<file path="src/rtl/fill_valve_arbiter_pkg.sv">
// Shared types and constants for the two-line fill valve arbiter.
// Included by fill_valve_arbiter and fill_timer.
package fill_valve_arbiter_pkg;

    typedef enum logic [1:0] {
        IDLE   = 2'd0,
        OPEN   = 2'd1,
        SETTLE = 2'd2
    } fv_state_t;

    localparam int LINE0  = 0;
    localparam int LINE1  = 1;
    localparam int STAT_W = 16;

endpackage

</file>
<file path="src/rtl/fill_valve_arbiter_fill_timer.sv">
// Shared cycle timer for the open (timeout) and settle phases.
// Clear has priority over enable; o_hit compares against the current terminal.
module fill_timer
    import fill_valve_arbiter_pkg::*;
#(
    parameter int TMR_W = 16
) (
    input  logic             clk,
    input  logic             reset,
    input  logic             i_clr,
    input  logic             i_en,
    input  logic [TMR_W-1:0] i_term,
    output logic             o_hit
);

    logic [TMR_W-1:0] r_cnt;

    always_ff @(posedge clk or posedge reset) begin
        if (reset) begin
            r_cnt <= '0;
        end else if (i_clr) begin
            r_cnt <= '0;
        end else if (i_en) begin
            r_cnt <= r_cnt + 1'b1;
        end
    end

    assign o_hit = (r_cnt == i_term);

endmodule

</file>
<file path="src/rtl/fill_valve_arbiter.sv">
// Round-robin arbiter sharing one filling valve between two bottling lines.
// Define FILL_STATS_EN to build the per-line completed-fill counters.
module fill_valve_arbiter
    import fill_valve_arbiter_pkg::*;
#(
    parameter int TIMEOUT_CYC = 1000,
    parameter int SETTLE_CYC  = 4,
    parameter int TMR_W       = 16
) (
    input  logic              clk,
    input  logic              reset,
    input  logic [1:0]        req,
    input  logic [1:0]        level,
    input  logic              tank_ok,
    output logic [1:0]        grant,
    output logic              valve_open,
    output logic [1:0]        done,
    output logic [1:0]        fault,
    output logic              starved,
    output logic [STAT_W-1:0] fill_cnt0,
    output logic [STAT_W-1:0] fill_cnt1
);

    localparam logic [TMR_W-1:0] TO_TERM = TMR_W'(TIMEOUT_CYC - 1);
    localparam logic [TMR_W-1:0] ST_TERM = TMR_W'(SETTLE_CYC - 1);

    fv_state_t        r_state, w_state_nxt;
    logic [1:0]       r_grant, w_grant_nxt;
    logic [1:0]       r_done, w_done_nxt;
    logic [1:0]       r_fault, w_fault_nxt;
    logic             r_valve, w_valve_nxt;
    logic             r_starved, w_starved_nxt;
    logic             r_last, w_last_nxt;
    logic             w_own, w_win;
    logic             w_tmr_clr, w_tmr_en, w_tmr_hit;
    logic [TMR_W-1:0] w_term;

    // Owner index comes straight from the one-hot grant register
    assign w_own  = r_grant[LINE1];
    assign w_win  = (req == 2'b11) ? ~r_last : req[LINE1];
    assign w_term = (r_state == SETTLE) ? ST_TERM : TO_TERM;

    fill_timer #(
        .TMR_W (TMR_W)
    ) u_timer (
        .clk    (clk),
        .reset  (reset),
        .i_clr  (w_tmr_clr),
        .i_en   (w_tmr_en),
        .i_term (w_term),
        .o_hit  (w_tmr_hit)
    );

    always_comb begin
        w_state_nxt   = r_state;
        w_grant_nxt   = r_grant;
        w_last_nxt    = r_last;
        w_done_nxt    = 2'b00;
        w_fault_nxt   = 2'b00;
        w_valve_nxt   = 1'b0;
        w_starved_nxt = 1'b0;
        w_tmr_clr     = 1'b0;
        w_tmr_en      = 1'b0;
        case (r_state)
            IDLE: begin
                w_grant_nxt = 2'b00;
                if (req != 2'b00) begin
                    w_state_nxt   = OPEN;
                    w_grant_nxt   = w_win ? 2'b10 : 2'b01;
                    w_last_nxt    = w_win;
                    w_tmr_clr     = 1'b1;
                    w_valve_nxt   = tank_ok;
                    w_starved_nxt = ~tank_ok;
                end
            end
            OPEN: begin
                if (!req[w_own]) begin
                    w_state_nxt = SETTLE;
                    w_tmr_clr   = 1'b1;
                end else if (level[w_own]) begin
                    w_done_nxt[w_own] = 1'b1;
                    w_state_nxt       = SETTLE;
                    w_tmr_clr         = 1'b1;
                end else if (w_tmr_hit && tank_ok) begin
                    w_fault_nxt[w_own] = 1'b1;
                    w_state_nxt        = SETTLE;
                    w_tmr_clr          = 1'b1;
                end else if (!tank_ok) begin
                    w_starved_nxt = 1'b1;
                end else begin
                    w_valve_nxt = 1'b1;
                    w_tmr_en    = 1'b1;
                end
            end
            SETTLE: begin
                if (w_tmr_hit) begin
                    w_state_nxt = IDLE;
                    w_grant_nxt = 2'b00;
                end else begin
                    w_tmr_en = 1'b1;
                end
            end
            default: begin
                w_state_nxt = IDLE;
                w_grant_nxt = 2'b00;
            end
        endcase
    end

    always_ff @(posedge clk or posedge reset) begin
        if (reset) begin
            r_state   <= IDLE;
            r_grant   <= 2'b00;
            r_last    <= 1'b1;
            r_done    <= 2'b00;
            r_fault   <= 2'b00;
            r_valve   <= 1'b0;
            r_starved <= 1'b0;
        end else begin
            r_state   <= w_state_nxt;
            r_grant   <= w_grant_nxt;
            r_last    <= w_last_nxt;
            r_done    <= w_done_nxt;
            r_fault   <= w_fault_nxt;
            r_valve   <= w_valve_nxt;
            r_starved <= w_starved_nxt;
        end
    end

    assign grant      = r_grant;
    assign valve_open = r_valve;
    assign done       = r_done;
    assign fault      = r_fault;
    assign starved    = r_starved;

`ifdef FILL_STATS_EN
    logic [STAT_W-1:0] r_cnt0, r_cnt1;

    // Counters move on the same edge that launches the done pulse
    always_ff @(posedge clk or posedge reset) begin
        if (reset) begin
            r_cnt0 <= '0;
            r_cnt1 <= '0;
        end else begin
            if (w_done_nxt[LINE0] && (r_cnt0 != '1))
                r_cnt0 <= r_cnt0 + 1'b1;
            if (w_done_nxt[LINE1] && (r_cnt1 != '1))
                r_cnt1 <= r_cnt1 + 1'b1;
        end
    end

    assign fill_cnt0 = r_cnt0;
    assign fill_cnt1 = r_cnt1;
`else
    assign fill_cnt0 = '0;
    assign fill_cnt1 = '0;
`endif

endmodule

</file>
<file path="config.mk">
export PLATFORM = sky130hd
export DESIGN_NAME = fill_valve_arbiter
export DESIGN_NICKNAME = d
export VERILOG_FILES = /design/src/rtl/fill_valve_arbiter_pkg.sv /design/src/rtl/fill_valve_arbiter_fill_timer.sv /design/src/rtl/fill_valve_arbiter.sv
export SDC_FILE = /design/constraint.sdc
export NUM_CORES = 1
export LEC_CHECK = 0
export CORE_UTILIZATION = 45
export DETAILED_ROUTE_END_ITERATION = 16
export PLACE_DENSITY = 0.77
export SKIP_CTS_REPAIR_TIMING = 1
export SLEW_MARGIN = 5
export SYNTH_ARGS = -nofsm -noshare
export SYNTH_HDL_FRONTEND = slang
export SYNTH_SLANG_ARGS = --single-unit
export TNS_END_PERCENT = 30
</file>
<file path="constraint.sdc">
create_clock -name clk -period 2.1 [get_ports clk]
set_input_delay 0.21 -clock clk [delete_from_list [all_inputs] [get_ports clk]]
set_output_delay 0.21 -clock clk [all_outputs]
set_load 0.02 [all_outputs]
</file>
After elaboration in Yosys (flattened, before gate mapping):

Index checks and enable logic that the tools add are counted.

* equality and inequality tests: 7
* bitwise operators: 3
* add/sub/neg operators: 1
* divide/modulo/power cells: 0
* multiply operators: 0
* shifts and indexed selects: 0
* order comparisons: 2
* mux-type cells: 45
* reductions and logical operators: 8

Operators by type and width (number)
* two-way mux 16 bit: 2
* two-way mux 2 bit: 14
* two-way mux 1 bit: 21
* adder 16 x 1 -> 16 bit (second input constant): 1
* equality test 16 x 10 -> 1 bit: 1
* one-hot mux 2 bit (3 select lines): 2
* two-way mux 10 bit: 1
* one-hot mux 1 bit (2 select lines): 4
* equality test 2 bit (second input constant): 2
* inequality test 2 bit (second input constant): 2
* inequality test 4 bit (second input constant): 1
* AND reduction 2 bit: 2
* nonzero test 2 bit: 2
* inverter 1 bit: 3
* AND reduction 3 bit: 1
* equality test 2 x 1 -> 1 bit (second input constant): 1
* logical AND 1 bit: 2
* zero test 2 bit: 1
* less-than comparator 1 x 2 -> 1 bit (second input constant): 1
* demux 1 bit (select 1 bit): 1
* greater-or-equal comparator 1 bit (second input constant): 1

* latch bits: 0
* bits in read-only memories: 0
* memories: 0
* word-level logic and storage cells: 74
* RAM bits: 0
* bits in registers: 27
* output and inout bits: 40

Logic depth before layout (Yosys ltp):

* depth in word-level cells: 10
* mapped depth: 9
* depth with buffers taken out: 7

Cells and area by module:

Synthesis repeated with hierarchy kept, for this count alone.

* cells, all modules: 197
* area, all modules: 1863.0 um^2

By module, submodules not included
* fill_timer: sequential area each 400.4 um^2, cells each 101, times used 1, area each 1003.5 um^2
* fill_valve_arbiter: sequential area each 276.5 um^2, cells each 96, times used 1, area each 859.6 um^2

Worst setup path after synthesis:

Ideal clock, no wire load.

* kind: reg2reg
* from: register r_state[0]
* to: register u_timer.r_cnt[15]
* required time: 2.027 ns
* setup time: 0.073 ns
* path slack: 0.052 ns
* stages on the path, launching flop included: 9
* period minus slack after synthesis: 2.048 ns
* data arrival time: 1.975 ns
* path through: dfrtp_1 inv_1 ha_1 inv_1 and4_4 o21a_4 buf_6 or4_1 a21oi_2

* word-level cells in the longest chain between the ends: 9

RTL lines
* from (decl): line fill_valve_arbiter.sv:27 `fv_state_t r_state, w_state_nxt;`
* from (signal assigned): line fill_valve_arbiter.sv:120 `r_state <= w_state_nxt;`
* equality test 2 bit: line fill_valve_arbiter.sv:41, fill_valve_arbiter.sv:64
* two-way mux 10 bit: line fill_valve_arbiter.sv:41 `assign w_term = (r_state == SETTLE) ? ST_TERM : TO_TERM;`
* equality test 16 x 10 -> 1 bit: line fill_valve_arbiter_fill_timer.sv:28 `assign o_hit = (r_cnt == i_term);`
* logical AND 1 bit: line fill_valve_arbiter.sv:84 `end else if (w_tmr_hit && tank_ok) begin`
* two-way mux 1 bit: line fill_valve_arbiter.sv:84
* two-way mux 1 bit: line fill_valve_arbiter.sv:80 `end else if (level[w_own]) begin`
* two-way mux 1 bit: line fill_valve_arbiter.sv:77 `if (!req[w_own]) begin`
* one-hot mux 1 bit (2 select lines): line fill_valve_arbiter.sv:64 `case (r_state)`
* two-way mux 16 bit or nonzero test 2 bit (tied branches)
* to (signal assigned): line fill_valve_arbiter_fill_timer.sv:24 `r_cnt <= r_cnt + 1'b1;`
* to (decl): line fill_valve_arbiter_fill_timer.sv:16 `logic [TMR_W-1:0] r_cnt;`

Parallel ways exist; a longest one is shown, timed or not.
A chain may end at the register's enable or synchronous reset.

Worst setup path in the final report:

* from: register u_timer.r_cnt[11]
* to: register r_grant[0] (netlist: grant[0])

* word-level cells in the longest chain between the ends: 3

RTL lines
* equality test 16 x 10 -> 1 bit: line fill_valve_arbiter_fill_timer.sv:28
* inequality test 2 bit (no line)
* AND reduction 2 bit (no line)
* to (signal assigned): line fill_valve_arbiter.sv:121 `r_grant <= w_grant_nxt;`
* to (decl): line fill_valve_arbiter.sv:28 `logic [1:0] r_grant, w_grant_nxt;`

Every way passes these cells.

==> results.toml <==
[status]
status = "complete, no violations"

[critical_path]
r2r_start = "u_timer.r_cnt[11]"
cp.required_ns = 2.26
reg2regPathDepth = 5
rrSetupSlack_ns = 0.01
cp.arrival_ns = 2.25
r2r_end = "grant[0]"
crit_path_start_kind = "flip-flop"
path_class = "reg2reg"
end_kind = "flip-flop"
crit_fanout = 3

[pwr]
power_density_nw_per_um2 = 836
power.total_w = 0.00194
p_leak_nw = 0.986
ir_worst_vdd_mv = 0.426

[clock_network]
clockBufferDepth = 2
cts_tree = "done"
numCtsBuffers = 3
clock_sink_count = 27
cts-root-buf = "clkbuf_8"
htreeDepth = 1
clk_pin_slew_worst_paths_ns = 0.10
clk_latency_ns = 0.28

[global_route]
grt_pass1_vias = 1417
globalRoute.totalOverflow = 0
grt_max_degree = 32
grt_pass1_wl_microns = 6400
grt_usage_pct = 18.4
antenna_found_initial = 0

[yosys]
synthDistinctLibCells = 47
synth_compound_area_share_pct = 16.9
syn_area_sq_um = 1940
ys_seq_area_share_pct = 34.8
ys.flop_type = "dfrtp_1"
synth-async-reset-ratio_pct = 100
yosys_warnings = 0
synth_top_family_by_area = "simple AND/OR/NAND/NOR gates"
syn_avg_cell_area_sq_um = 9.35
muxShareOfSynthArea_pct = 2.70
synthSimpleGateAreaFrac_pct = 25.5
synthXorXnorAreaFrac_pct = 0
synthAdderAreaFrac_pct = 2.57
syn_inst = 208
synth-seq-cells = 27
synth_edf_count = 0

[placed_design]
port_buffers = 14
place_inst = 283
hpwl_microns = 2850
gp_congestion = 0.826

[floorplanning]
fp-row-count = 23
ioPinCount = 47
start_util_pct = 47.6
die_y_microns = 67.7
die_area_sq_um = 4590
die_x_microns = 67.7
fp.coreArea_sq_um = 4090

[final_layout]
instances_no_fill = 295
area_growth_pct = 19.5
final_layout_size_suffix_gt1_share_pct = 27.8
fin_nets = 257
antenna_cells = 0

[sta]
tightestPinTransition_ns = 0.577
min_period_over_period_pct = 99.5
setup_viol = 0
max_clock_freq_mhz = 478
rsz0062_at_grt = "true"
max_slew_margin_pct = 61.5
finalHoldViolations = 0
skew_ns = 0.00864
drv_slew = 0
fin_crit_ns = 2.09

[route]
antenna_left = 0
routed_wl_microns = 4270
drtIter0Drc = 117
via_per_inst = 5.58
wire_per_inst_microns = 14.5
drc = 0
first_pass_iters = 4
route.vias.total = 1646

[job]
cap_viol_max_count = 0

[worst_hold_path]
hold_path_class = "in2async"
[cells in the final DEF, fill, tap and decap left out, drive strengths merged, types with 3 or more instances in the layout]
cell,Yosys,routed
clkbuf,4,4
o21a,1,3
a21oi,21,21
o21ai,9,9
and4,3,3
nand4,7,7
o31ai,11,11
or3,3,3
inv,6,6
nand3,8,8
and3,7,7
buf,39,29
clkdlybuf4s50,0,14
nor3,3,3
conb,1,32
nand2,12,12
dfrtp,26,26
or4,13,13
nor2,4,4
ha,4,4
mux2i,3,3
nand4b,3,3
[critical path, cell delays in order, from the launching register on]
cell	delay [ns]
dfrtp_1	0.40
or4_4	0.56
nor4b_4	0.37
o21ai_2	0.14
a21oi_4	0.19
mux2_4	0.32
[Yosys cell counts (all sizes together) (2+ instances only)]
| master | number | share of area [%] |
|---|---|---|
| a21oi | 21 | 6.8 |
| and2 | 2 | 0.64 |
| and3 | 7 | 2.3 |
| and4 | 3 | 1.6 |
| buf | 39 | 15 |
| clkbuf | 4 | 0.77 |
| dfrtp | 26 | 33 |
| ha | 4 | 2.6 |
| inv | 6 | 1.2 |
| mux2 | 2 | 1.2 |
| mux2i | 3 | 1.5 |
| nand2 | 12 | 2.3 |
| nand3 | 8 | 2.3 |
| nand4 | 7 | 2.3 |
| nand4b | 3 | 1.4 |
| nor2 | 4 | 0.77 |
| nor3 | 3 | 0.77 |
| nor3b | 2 | 0.77 |
| nor4 | 2 | 1.4 |
| o211ai | 2 | 0.77 |
| o21ai | 9 | 2.7 |
| o31ai | 11 | 4.2 |
| or3 | 3 | 0.97 |
| or4 | 13 | 5.2 |
[registers in the layout, indices dropped and copies added, names as in the netlist]
name,count
u_timer.r_cnt,16
done,2
fault,2
grant,2
r_state,2
r_last,1
starved,1
valve_open,1
[cell families after synthesis]
family / after synthesis
adder cells (fa/ha/maj): 4
AND/OR/NAND/NOR: 74
buffers and inverters: 49
multiplexers: 5
flip-flops: 27
other: 1
AO/OA/AOI/OAI: 48
[power by group]
group	internal, W	switching, W
clock network	0.000136	0.000170
registers	0.000597	0.0000631
logic	0.000418	0.000559
[per-layer routing]
metal  up-vias  share of wire, %  global-route usage (%)
li1        791                 -                       -
met1       792                44                    25.7
met2        57                50                    28.8
met3         6               3.9                    1.86
met4         0               1.3                    7.18
met5         -                 0                       0
[worst max-delay path by stage]
stage	from	slack, ns	endpoint	cells past startpoint
finish	u_timer.r_cnt[11]	0.01	grant[0]	5
global route	u_timer.r_cnt[11]	-0.06	u_timer.r_cnt[13]	6
floorplan	r_state[0]	0.05	u_timer.r_cnt[15]	8
global placement	u_timer.r_cnt[14]	0.05	grant[0]	5
CTS	r_state[1]	0.0002	u_timer.r_cnt[15]	8
detailed placement	u_timer.r_cnt[14]	0.02	grant[0]	5
[through the flow]
| step | utilization [%] | instance area [sq um] | setup TNS (ns) | setup WS [ns] | hold slack, ns |
|---|---|---|---|---|---|
| after floorplan | - | 2060 | 0 | 0.0517 | 0.262 |
| after global placement | 52.2 | 2130 | 0 | 0.0478 | 0.499 |
| after detailed placement | 52.2 | 2130 | 0 | 0.0204 | 0.521 |
| after CTS | 53.3 | 2180 | 0 | 0.000216 | 0.303 |
| after global routing | 56.9 | 2320 | -0.382 | -0.0562 | 0.346 |
| final | 56.9 | 2320 | 0 | 0.00983 | 0.282 |
[area by class of cell]
cell class	count	area [sq um]
clock buffer	4	45.0
timing repair buffer	43	370
sequential	27	677
multi-input combinational	165	1140
inverter	6	25.0
tap	50	62.6
fill	364	1760
Note: power is estimated with default switching activity, not from simulation.
